`src/rtl/button_event_arbiter.sv`:
```
// button_event_arbiter: synchronizes push buttons, latches edge events, issues them round-robin over valid/ack with a lockout gap.
// Optional merged-edge counter output DropCnt enabled by defining BTN_EVT_DROP_CNT_EN.
module button_event_arbiter #(
    parameter int N_BTN          = 4,
    parameter int LOCKOUT_CYCLES = 8
) (
    input  logic                     Clk,
    input  logic                     ResetN,
    input  logic [N_BTN-1:0]         Bi,
    output logic                     EvValid,
    output logic [$clog2(N_BTN)-1:0] EvId,
    input  logic                     EvAck,
    output logic [N_BTN-1:0]         Pending,
    output logic                     Busy
`ifdef BTN_EVT_DROP_CNT_EN
    ,output logic [7:0]              DropCnt
`endif
);
    localparam int W = $clog2(N_BTN);
    localparam logic [1:0] S_IDLE  = 2'd0;
    localparam logic [1:0] S_GRANT = 2'd1;
    localparam logic [1:0] S_LOCK  = 2'd2;
    localparam logic [7:0] LOCK_CNT = LOCKOUT_CYCLES[7:0];
    localparam logic [W-1:0] LAST_ID = W'(N_BTN - 1);
    localparam logic [W:0] N_WIDE = (W+1)'(N_BTN);

    logic [N_BTN-1:0] s1_q, s2_q, s3_q;
    logic [N_BTN-1:0] pend_q, pend_d;
    logic [1:0]       state_q, state_d;
    logic [W-1:0]     ptr_q, ptr_d;
    logic [W-1:0]     id_q, id_d;
    logic [7:0]       cnt_q, cnt_d;
    logic [N_BTN-1:0] btn_edge, clr, rot;
    logic             ack_w;
    logic [W-1:0]     off, sel;
    logic [W:0]       sum;

    assign btn_edge = s2_q & ~s3_q;
    assign ack_w    = (state_q == S_GRANT) && EvAck;
    assign clr      = {{(N_BTN-1){1'b0}}, ack_w} << id_q;
    // Set beats clear so an edge coinciding with its own ack is kept.
    assign pend_d   = (pend_q & ~clr) | btn_edge;
    assign rot      = N_BTN'({pend_q, pend_q} >> ptr_q);

    always_comb begin
        off = '0;
        for (int k = N_BTN - 1; k >= 0; k--)
            if (rot[k]) off = W'(k);
    end

    assign sum = {1'b0, ptr_q} + {1'b0, off};
    assign sel = (sum >= N_WIDE) ? W'(sum - N_WIDE) : sum[W-1:0];

    always_comb begin
        state_d = state_q;
        ptr_d   = ptr_q;
        id_d    = id_q;
        cnt_d   = cnt_q;
        if (state_q == S_IDLE) begin
            if (|pend_q) begin
                state_d = S_GRANT;
                id_d    = sel;
            end
        end else if (state_q == S_GRANT) begin
            if (EvAck) begin
                ptr_d   = (id_q == LAST_ID) ? '0 : id_q + 1'b1;
                cnt_d   = LOCK_CNT;
                state_d = (LOCK_CNT == 8'd0) ? S_IDLE : S_LOCK;
            end
        end else begin
            cnt_d   = (cnt_q == 8'd0) ? 8'd0 : cnt_q - 8'd1;
            state_d = (cnt_q <= 8'd1) ? S_IDLE : state_q;
        end
    end

    always_ff @(posedge Clk or negedge ResetN) begin
        if (!ResetN) begin
            s1_q    <= '0;
            s2_q    <= '0;
            s3_q    <= '0;
            pend_q  <= '0;
            state_q <= S_IDLE;
            ptr_q   <= '0;
            id_q    <= '0;
            cnt_q   <= '0;
        end else begin
            s1_q    <= Bi;
            s2_q    <= s1_q;
            s3_q    <= s2_q;
            pend_q  <= pend_d;
            state_q <= state_d;
            ptr_q   <= ptr_d;
            id_q    <= id_d;
            cnt_q   <= cnt_d;
        end
    end

    assign EvValid = (state_q == S_GRANT);
    assign EvId    = id_q;
    assign Pending = pend_q;
    assign Busy    = (state_q != S_IDLE);

`ifdef BTN_EVT_DROP_CNT_EN
    logic [N_BTN-1:0] merged;
    logic [3:0]       n_merged;
    logic [8:0]       drop_sum;
    logic [7:0]       drop_q, drop_d;

    assign merged = btn_edge & pend_q & ~clr;

    always_comb begin
        n_merged = '0;
        for (int k = 0; k < N_BTN; k++)
            n_merged = n_merged + 4'(merged[k]);
    end

    assign drop_sum = {1'b0, drop_q} + 9'(n_merged);
    assign drop_d   = drop_sum[8] ? 8'hFF : drop_sum[7:0];

    always_ff @(posedge Clk or negedge ResetN) begin
        if (!ResetN) drop_q <= '0;
        else         drop_q <= drop_d;
    end

    assign DropCnt = drop_q;
`endif
endmodule
```
`config.mk`:
```
export PLATFORM = sky130hd
export DESIGN_NAME = button_event_arbiter
export DESIGN_NICKNAME = d
export VERILOG_FILES = /design/src/rtl/button_event_arbiter.sv
export SDC_FILE = /design/constraint.sdc
export NUM_CORES = 1
export LEC_CHECK = 0
export ABC_AREA = 1
export CORE_MARGIN = 8
export CORE_UTILIZATION = 50
export CTS_CLUSTER_SIZE = 20
export DETAILED_ROUTE_END_ITERATION = 10
export PLACE_DENSITY = 0.7
export SLEW_MARGIN = 20
export SYNTH_ARGS = -nofsm -noshare
export SYNTH_HDL_FRONTEND = slang
export SYNTH_SLANG_ARGS = --single-unit
```
`constraint.sdc`:
```
create_clock -name Clk -period 2.3 [get_ports Clk]
set_clock_uncertainty 0.2 [all_clocks]
set_input_delay 0.46 -clock Clk [delete_from_list [all_inputs] [get_ports Clk]]
set_output_delay 0.46 -clock Clk [all_outputs]
set_load 0.01 [all_outputs]
```
# Word level (Yosys, flattened, before mapping)
# Cells that the tools add are included.
dict set report word_totals {
  latchBits 0
  in_bits 7
  memories 0
  wordCells 51
  mem_bits_rw 0
  romBits 0
  regBits 30
  output_inout_bits 8
}
dict set report classes {
  shift 2
  bitwise 6
  n_reduce_logical 10
  mux 14
  n_lt_le_gt_ge 2
  n_addsub 4
  div_mod_pow 0
  eq_ne 5
  mul 0
}
# op n
set op_table {}
lappend op_table {{$mux W8} 3}
lappend op_table {{$mux W2} 11}
lappend op_table {{$and A4 B4 Y4} 2}
lappend op_table {{$le A8 B1 Y1 const B} 1}
lappend op_table {{$logic_not A8 Y1} 1}
lappend op_table {{$not A4 Y4} 2}
lappend op_table {{$shr A8 B2 Y4} 1}
lappend op_table {{$sub A8 B1 Y8 const B} 1}
lappend op_table {{$reduce_and A3 Y1} 2}
lappend op_table {{$ne A2 B1 Y1 const B} 2}
lappend op_table {{$or A4 B4 Y4} 1}
lappend op_table {{$reduce_and A2 Y1} 2}
lappend op_table {{$reduce_or A4 Y1} 1}
lappend op_table {{$shl A1 B2 Y4} 1}
lappend op_table {{$add A2 B2 Y3} 1}
lappend op_table {{$ge A3 B3 Y1 const B} 1}
lappend op_table {{$ne A3 B1 Y1 const B} 1}
lappend op_table {{$reduce_bool A3 Y1} 1}
lappend op_table {{$add A2 B1 Y2 const B} 1}
lappend op_table {{$eq A2 B1 Y1 const B} 1}
lappend op_table {{$eq A2 B2 Y1 const B} 1}
lappend op_table {{$logic_not A2 Y1} 1}
lappend op_table {{$reduce_bool A2 Y1} 1}
lappend op_table {{$sub A2 B1 Y2 const B} 1}
lappend op_table {{other kinds (2)} 2}

# Logic depth before layout (Yosys ltp)
dict set report depth {
  word_depth 8
  depth_mapped 12
  mapped_depth_nobuf 12
}

# Least setup slack after synthesis
# No wires, ideal clock.
dict set report synth_path {
  path_kind {register to register}
  startpoint {register ptr_q[0]}
  endpoint {register id_q[1], in the netlist EvId[1]}
  path_buffers 0
  stages_incl_launch_ff 13
  setup_slack_ps 622
  setup_time_ps 117
  required_time_ps 1983
  period_less_slack_ps 1678
  arrival_time_ps 1360
  cell_sequence {dfrtp_1 -> inv_2 -> nand2_1 -> nand3_1 -> nand2_1 -> nand3_1 -> a21boi_1 -> ha_1 -> xnor2_1 -> inv_1 -> nand3_1 -> nand3_1 -> nand2_1}
}
dict set report synth_via {
  elab_chain_len 8
  word_cells_on_any_way 9
  classes_between {add/sub: 2; order compare: 1; shift: 1; mux: 5}
}
# element line_no
set synth_lines {}
lappend synth_lines {{from (decl)} 30} ;# logic [W-1:0] ptr_q, ptr_d;
lappend synth_lines {{from (signal assigned)} 92} ;# ptr_q <= ptr_d;
lappend synth_lines {{$shr A8 B2 Y4} 43} ;# assign rot = N_BTN'({pend_q, pend_q} >> ptr_q);
lappend synth_lines {{$mux W2 (4 in series)} 48} ;# if (rot[k]) off = W'(k);
lappend synth_lines {{$add A2 B2 Y3 *} 51} ;# assign sum = {1'b0, ptr_q} + {1'b0, off};
lappend synth_lines {{$ge A3 B3 Y1 / $sub A2 B1 Y2 (equally long branches)} 52} ;# assign sel = (sum >= N_WIDE) ? W'(sum - N_WIDE) : sum[W-1:0];
lappend synth_lines {{$mux W2 *} 52}
lappend synth_lines {{to (signal assigned)} 93} ;# id_q <= id_d;
lappend synth_lines {{to (decl)} 31} ;# logic [W-1:0] id_q, id_d;
# Mark *: on every way between the ends. The rest lies on a longest branch, timed or not.
# A chain may end at the register's enable or synchronous reset.

# Worst setup path after layout
dict set report layout_path {
  startpoint {register state_q[1]}
  endpoint {output Busy}
}
dict set report layout_via {
  elab_chain_len 1
}
# element line_no
set layout_lines {}
lappend layout_lines {{from (decl)} 29} ;# logic [1:0] state_q, state_d;
lappend layout_lines {{from (signal assigned)} 91} ;# state_q <= state_d;
lappend layout_lines {{$reduce_bool A2 Y1} 101} ;# assign Busy = (state_q != S_IDLE);
lappend layout_lines {{to (decl)} 14} ;# output logic Busy
# No other way between the ends.

==> results.toml <==
[synth]
synth_largest_area_cell = "dfrtp_1"
synth_mux_area_frac = 0
synth_top_family_by_area = "simple AND/OR/NAND/NOR gates"
synth_area_mm2 = 0.00138
yosys.area_share.adder = 0.0454
yosys.cell_types.count = 21
synth_warnings = 0
synth_compound_area_frac = 0.124
ys_seq_area_frac = 0.545
synthXorXnorAreaFrac = 0.0318
synthSimpleGateAreaFrac = 0.192
syn_inst = 152
avgSynthCellArea_um2 = 9.06
synthTopCellsByArea = "dfrtp_1 (54%), nand2_1 (8.7%), o21ai_1 (5.1%)"
synth.top_cell.area_share = 0.545
synth-seq-cells = 30
synth_nets = 164

[layout]
multi_input_area_um2 = 541
drive_gt1_frac = 0.166
final_cell_mix = "nand2_1 (32), dfrtp_1 (30), inv_1 (14), o21ai_1 (14), clkdlybuf4s50_1 (13)"
final_common_cell = "nand2_1"
utilization = 0.625
antenna_cells = 0
synthToLayoutAreaGrowth_pct = 21.8
fin_nets = 186
regArea_um2 = 751
fillers = 231

[grt]
antenna_found_initial = 0
grt_max_degree = 31
grt-ovfl-total = 0
grt_pass1_vias = 1101
track_usage = 0.131
grt_pass1_wl_mm = 4.60

[cts]
root_buffer = "clkbuf_4"
numCtsBuffers = 5
insertion_delay_ns = 0.33
cts_tree = "yes"
clock_sinks = 30
hold_buffers = 0
htreeDepth = 2
clock_path_buffers = 2
cts.clk_slew.worst_paths_ns = 0.09

[drt]
dr.pass1.iters = 4
drc_errors = 0
routed_wl_mm = 2.64
ant_nets = 0
drt_iter0_markers = 45
via_per_inst = 5.27
post_drt_wl_per_cell_um = 12.8
vias = 1086

[floorplanning]
die_area_mm2 = 0.00469
num_io_pins = 15
core_area_mm2 = 0.00269
initial_core_util = 0.513
die_h_um = 68.5
die_w_um = 68.5
rows = 19

[timing]
maxSlewHeadroom = 0.754
period_share = 0.954
rsz0062_at_grt = "no"
min_period_ns = 2.19
tightest_slew_ns = 0.369
fmax_ghz = 0.456
post-route-worst-setup-slack_ns = 0.105
tns_ns = 0
drv_slew = 0
fin_hold_ws_ns = 0.156
hold_viol = 0
setup_viol = 0

[power_and_ir_drop]
combPwrFrac = 0.021
intPower_uw = 916
p_seq_frac = 0.487
switchingPower_uw = 194
clkPwrFrac = 0.492
p_leak_nw = 0.784
irDropWorstVdd_uv = 619
switching_share = 0.174
power_density_mw_per_mm2 = 661
power_mw = 1.11

[critical_path]
crit_type = "flip-flop to output port"
critPathLaunchType = "flip-flop"
cp.arrival_ns = 1.53
r2r_cells = 12
cpMaxStageDelayCell = "clkdlybuf4s50_1"
cp_cell_sequence = "inv_2, nand2_1, clkdlybuf4s50_1"
ff2ff_setup_slack_ns = 0.36
r2r_start = "ptr_q[0]$_DFFE_PN0P_"
endpoint_kind = "output port"
r2r-end = "EvId[1]$_DFFE_PN0P_"
worst_path_largest_cell_delay_ns = 0.55
required_ns = 1.64
path_max_fanout = 5

[min_path]
hp-start = "s1_q[0]$_DFF_PN0_"
hold_depth = 0
worstHoldEndpoint = "s2_q[0]$_DFF_PN0_"
hold_path_class = "flip-flop to flip-flop"

[placement]
place_congestion = 0.853
detailedPlace.worstSlack_ns = 0.278
hpwl_mm = 2.06
port_buffers = 14

[run_status]
status = "complete, no violations"

[flow_run]
max-cap-violations = 0
-- cells in the mapped netlist --
cell type,instances
nand2_1,32
dfrtp_1,30
inv_1,14
o21ai_1,14
nand3_1,12
inv_2,8
nor2_1,8
ha_1,5
nand2_2,4
o22ai_1,4
nor2_2,3
xor2_1,3
a21oi_1,2
a21oi_2,2
a31oi_1,2
o21ai_0,2
o21ai_2,2
xnor2_1,2
a21boi_1,1
clkinv_1,1
nor3_2,1
-- worst max-delay path: cells and delay by family (launching register included) --
family        cells  cell delay (ns)
flops             1             0.45
buf+inv           2             0.63
simple gates      1             0.13
-- worst max path at each step --
stage	startpoint	to	slack [ns]	cells after the start
final	state_q[1]$_DFFE_PN0P_	Busy	0.11	3
after global routing	state_q[1]$_DFFE_PN0P_	Busy	0.01	3
after CTS	state_q[1]$_DFFE_PN0P_	Busy	0.09	3
after detailed placement	EvAck	state_q[1]$_DFFE_PN0P_	0.28	6
after global placement	EvAck	state_q[1]$_DFFE_PN0P_	0.36	6
after floorplan	ptr_q[0]$_DFFE_PN0P_	EvId[1]$_DFFE_PN0P_	0.62	12
-- repair_timing --
| action | CTS | global route |
|---|---|---|
| setup endpoints to repair | 0 | 1 |
| buffers inserted | 0 | 0 |
| resized for setup | 0 | 1 |
-- sequential cells by signal, summed over array words and instances (netlist names) --
signal / count
s3_q: 4
ptr_q: 2
Pending: 4
state_q: 2
s1_q: 4
cnt_q: 8
s2_q: 4
EvId: 2
-- layout make-up --
| class | count | share of cell area |
|---|---|---|
| Clock buffer | 6 | 0.0306 |
| Multi-Input combinational cell | 99 | 0.322 |
| Tap cell | 31 | 0.0231 |
| Sequential cell | 30 | 0.447 |
| Inverter | 23 | 0.0515 |
| Clock inverter | 2 | 0.0358 |
| Timing Repair Buffer | 15 | 0.0895 |
-- stage by stage --
stage	area [um2]	cells
after detailed placement	1560	198
after CTS	1680	206
after global placement	1560	198
after floorplan	1380	152
after global routing	1680	206
final	1680	206
-- power by group through the flow --
stage	sequential [mW]	combinational [mW]	clock [mW]
3_3_place_gp	0.551	0.0231	0
5_1_grt	0.542	0.0264	0.586
2_1_floorplan	0.551	0.00163	0
4_1_cts	0.541	0.0242	0.560
6_report	0.541	0.0231	0.546
3_5_place_dp	0.552	0.0243	0
-- metal layers --
| layer | track usage | wire [um] |
|---|---|---|
| met2 | 0.209 | 1320 |
| met4 | 0.0716 | 44 |
| met3 | 0.0533 | 144 |
| met5 | 0 | 0 |
| met1 | 0.145 | 1130 |
-- kinds of logic (layout without fill, tap and decap cells) --
logic type | Yosys count | after routing
buffers and inverters | 23 | 46
AND/OR/NAND/NOR | 60 | 60
XOR/XNOR | 5 | 5
flip-flops | 30 | 30
AO/OA/AOI/OAI | 29 | 29
adder cells (fa/ha/maj) | 5 | 5
No activity file was read; power rests on OpenSTA's default activity.
